File: src/rtl/rf_dump_reader.sv
// Streams a run of register-file words out over a valid/ready port, fetching
// two words per FETCH cycle through the register file's two combinational read ports.
module rf_dump_reader #(
    parameter int unsigned DW = 16,
    parameter int unsigned AW = 3
) (
    input  logic          clk_n,
    input  logic          rst,
    input  logic          start,
    input  logic [AW-1:0] first_addr,
    input  logic [AW:0]   count,
    output logic [AW-1:0] rd_addr_a,
    output logic [AW-1:0] rd_addr_b,
    input  logic [DW-1:0] rd_data_a,
    input  logic [DW-1:0] rd_data_b,
    output logic [DW-1:0] out_data,
    output logic [AW-1:0] out_addr,
    output logic          out_valid,
    input  logic          out_ready,
    output logic          busy,
    output logic          done
);

    localparam int unsigned NREG    = 2 ** AW;
    localparam logic [AW:0] REM_MAX = (AW + 1)'(NREG);

    typedef enum logic [2:0] {
        IDLE,
        FETCH,
        SEND0,
        SEND1,
        DONE
    } state_t;

    state_t        state;
    state_t        state_next;
    logic [AW-1:0] cur;
    logic [AW-1:0] cur_p1;
    logic [AW:0]   rem;
    logic [DW-1:0] buf0;
    logic [DW-1:0] buf1;

    // Address arithmetic wraps naturally in AW bits.
    assign cur_p1 = cur + AW'(1);

    // State register
    always_ff @(posedge clk_n or posedge rst) begin
        if (rst) begin
            state <= IDLE;
        end else begin
            state <= state_next;
        end
    end

    // Next-state logic; out_valid is high in both SEND states, so out_ready alone marks the handshake
    always_comb begin
        state_next = state;
        case (state)
            IDLE:    if (start) state_next = (count == '0) ? DONE : FETCH;
            FETCH:   state_next = SEND0;
            SEND0:   if (out_ready) state_next = (rem == (AW + 1)'(1)) ? DONE : SEND1;
            SEND1:   if (out_ready) state_next = (rem == (AW + 1)'(2)) ? DONE : FETCH;
            DONE:    state_next = IDLE;
            default: state_next = IDLE;
        endcase
    end

    // Outputs decoded from registered state and datapath
    always_comb begin
        rd_addr_a = '0;
        rd_addr_b = '0;
        out_data  = '0;
        out_addr  = '0;
        out_valid = 1'b0;
        busy      = (state != IDLE);
        done      = (state == DONE);
        case (state)
            FETCH: begin
                rd_addr_a = cur;
                rd_addr_b = cur_p1;
            end
            SEND0: begin
                out_valid = 1'b1;
                out_data  = buf0;
                out_addr  = cur;
            end
            SEND1: begin
                out_valid = 1'b1;
                out_data  = buf1;
                out_addr  = cur_p1;
            end
            default: ;
        endcase
    end

    // Request capture, word buffers and pointer advance
    always_ff @(posedge clk_n or posedge rst) begin
        if (rst) begin
            cur  <= '0;
            rem  <= '0;
            buf0 <= '0;
            buf1 <= '0;
        end else begin
            case (state)
                IDLE: begin
                    if (start && (count != '0)) begin
                        cur <= first_addr;
                        rem <= (count > REM_MAX) ? REM_MAX : count;
                    end
                end
                FETCH: begin
                    // Port B is read even for an odd tail; that word is simply never sent.
                    buf0 <= rd_data_a;
                    buf1 <= rd_data_b;
                end
                SEND1: begin
                    if (out_ready && (rem != (AW + 1)'(2))) begin
                        cur <= cur + AW'(2);
                        rem <= rem - (AW + 1)'(2);
                    end
                end
                default: ;
            endcase
        end
    end

endmodule

File: config.mk
export PLATFORM = sky130hd
export DESIGN_NAME = rf_dump_reader
export DESIGN_NICKNAME = d
export VERILOG_FILES = /design/src/rtl/rf_dump_reader.sv
export SDC_FILE = /design/constraint.sdc
export NUM_CORES = 1
export LEC_CHECK = 0
export ABC_AREA = 1
export BUFFER_PORTS_ARGS = -buffer_cell sky130_fd_sc_hd__buf_4
export CORE_AREA = 2 2 69 71
export CTS_BUF_LIST = sky130_fd_sc_hd__clkbuf_16
export DETAILED_ROUTE_END_ITERATION = 16
export DIE_AREA = 0 0 71 73
export PLACE_DENSITY = 0.85
export SLEW_MARGIN = 20
export SYNTH_ARGS = -nofsm -noshare
export SYNTH_HDL_FRONTEND = slang
export SYNTH_SLANG_ARGS = --single-unit
File: constraint.sdc
create_clock -name clk_n -period 1.8 [get_ports clk_n]
set_input_delay 0.18 -clock clk_n [delete_from_list [all_inputs] [get_ports clk_n]]
set_output_delay 0.18 -clock clk_n [all_outputs]
set_load 0.05 [all_outputs]
==> key figures <==
STA
  – # setup viols final: 0
  – Final setup margin: 0.06887 ns
  – Slew HR: 37.12%
  – Worst Skew: 0.003918 ns
  – Minimum clock period: roughly 1.7 ns
  – Worst hold slack: 0.002929 ns
  – Max frequency: 577.7 MHz
  – Final hold violation count: 0
  – Final period util: 96.17%
  – Worst-margin pin slew: 0.9375 ns
  – Slew Viols, Final: 0

Final layout
  – Multi-input gate area: 935.9 sq um
  – FILL cells: 393
  – Layout cells sized above 1: 32.18%
  – # nets final: 392
  – P&R area growth vs syn: 40.38%
  – FF+latch area: between 1000 and 1500 sq um
  – ANT cells: 0

Place
  – Placer Congestion: 0.8612
  – DP Worst Slack: 0.1891 ns
  – Port-buffer cells: 70
  – DP HPWL: between 3 and 4 mm

Worst setup path
  – Startpoint Class: flop
  – WS Path Type: reg2out
  – Crit. End Element: primary output
  – CP arrival: 1.55 ns
  – Worst Path Required: 1.62 ns
  – Worst Path Max Fanout: 13

Clock tree
  – Clk slew on worst S/H paths: 0.06 ns
  – Hold Buf Count CTS: 0
  – Num CTS Buffers: 5
  – Htree depth: 2
  – Clk Latency, worst-skew pair: 0.28 ns
  – TritonCTS clock tree: yes
  – Clk sinks: 42
  – Max Root-Sink Buffers: 2
  – Clk root buf: clkbuf_16

Die
  – Core footprint: 4536 sq um
  – Row count: 25
  – Die H: between 70 and 80 microns
  – Initial cell density of the core: 47.48%
  – Chip width: 71 microns
  – Io pins: 71
  – Die area: 5183 sq um

Logic synthesis
  – Number of flops mapped to enable cells by yosys: 0
  – Top-count cell post-synth: nand2_1
  – Post-Syn Area per Cell: 8.065 sq um
  – Synthesized instance count: approximately 270
  – Post-synth top area share: ~49%
  – Number of synthesis warnings: 0
  – Dominant cell type by area after synthesis: dfrtp_1
  – Synth area leaders: dfrtp_1, nand2_1, mux2_1
  – Synth Register Bits: 42
  – Register area share after synthesis: 48.81%
  – Mapped cell area: 2153 sq um
  – Post-synthesis async set-or-reset flop share: 100.0%
  – Most frequent cells after synthesis: nand2_1, dfrtp_1, inv_1
  – Synth Flop Type: dfrtp_1
  – Netlist cell types: 23
  – Mapped Nets: 312

Drt
  – WL per Instance: around 13 microns
  – DR iter-0 viols: 77
  – TritonRoute pass-1 iters: 5
  – Final ANT Viol Nets: 0
  – Residual DRC count: 0
  – WL final: 5.174 mm
  – Vias/cell: 5.030
  – Routed via count: ~2000

Global routing
  – Initial antenna violation count: 0
  – Largest net degree at the start of global routing: 47
  – Total gr overflow: 0
  – Vias in the first global route: 1983
  – GRT Overall Usage: 20.37%
  – First-pass GRT wire length: 8.362 mm

Pwr
  – Pleak: 1.600 nW
  – Peak supply drop: 0.001360 V
  – Cell Pwr Density: 2239 nW/um^2

Run status
  – Status: complete, no violations

Flow run
  – Max cap viols: 0

Min path
  – Hold Crit Class: in2async
[through the flow]
step	instance area (sq um)	power (mW)	cells	TNS (ns)	utilization, %
2_1_floorplan	2178	4.608	267	-1.281	-
3_3_place_gp	2790	5.618	388	0	61.52
3_5_place_dp	2790	5.719	388	0	61.52
4_1_cts	2982	6.694	401	0	65.74
5_1_grt	3023	7.217	402	-0.1909	66.65
6_report	3023	6.770	402	0	66.65
[worst max-delay path, stage by stage (launching register included)]
cell and delay (ns):
dfrtp_2 0.44, inv_4 0.09, nand2_2 0.09, nor2_4 0.19, inv_6 0.10, o21ai_1 0.19, buf_6 0.18
[layout make-up]
cell class	instances	share of cell area (%)
clock inverter	3	0.5381
sequential	42	34.89
multi-input combinational	175	30.96
timing repair buffer	84	22.14
tap	54	2.235
inverter	39	5.091
clock buffer	5	4.139
[power breakdown]
group	switching (mW)	total, mW	internal, mW
combinational	2.80	4.24	1.45
sequential	0.261	1.69	1.42
clock	0.339	0.844	0.505
total	3.39	6.77	3.38
[per-layer routing]
layer	up-vias	track usage [%]	part of all wire, %
li1	1013	-	-
met1	934	23.21	40
met2	67	36.14	52
met3	8	5.939	6.3
met4	0	7.966	1.3
met5	-	0	0
[final timing paths]
kind	startpoint	endpoint	slack, ns	cells past startpoint
max	state[2]	out_data[4]	0.07	6
min	rst	buf0[5]	0.003	2
max reg2reg	state[0]	rem[1]	0.25	7
min reg2reg	buf0[13]	buf0[13]	0.49	1
max in group asynchronous	rst	state[1]	1.19	3
min in group clk_n	out_ready	state[0]	0.10	2
[timing repair]
item,CTS,global route
setup endpoints to repair,17,19
gates resized for setup,5,10
buffers inserted,5,1
pin swaps,2,1
[state kept, by name, indices dropped and copies added, names as in the netlist]
name   cells
state      3
cur        3
buf1      16
buf0      16
rem        4
[cell usage in the layout (no fill, tap or decap), types with 2 or more instances in the layout]
| master | instances |
|---|---|
| dfrtp_2 | 3 |
| nand3_1 | 10 |
| nand2_1 | 63 |
| clkbuf_16 | 5 |
| o21ai_2 | 6 |
| ha_1 | 2 |
| dfrtp_1 | 39 |
| buf_6 | 7 |
| nand3_2 | 2 |
| nor2_1 | 30 |
| o22ai_1 | 4 |
| inv_1 | 34 |
| a21oi_1 | 19 |
| nor2_4 | 2 |
| mux2_1 | 13 |
| clkinv_1 | 2 |
| buf_4 | 76 |
| o21ai_1 | 9 |
| nand4_1 | 6 |
| inv_2 | 2 |
[cells by family (layout without fill, tap and decap cells)]
family,Yosys count,in the layout,share of synthesized area [%]
adders and majority gates,2,2,1.162
DFF,42,42,48.81
muxes,13,13,6.798
AOI/OAI and AO/OA,41,41,9.936
xor gates and xnor gates,1,1,0.4068
and+or+nand+nor,118,118,23.36
buffers and inverters,50,131,9.529
(Power assumes the default switching activity.)
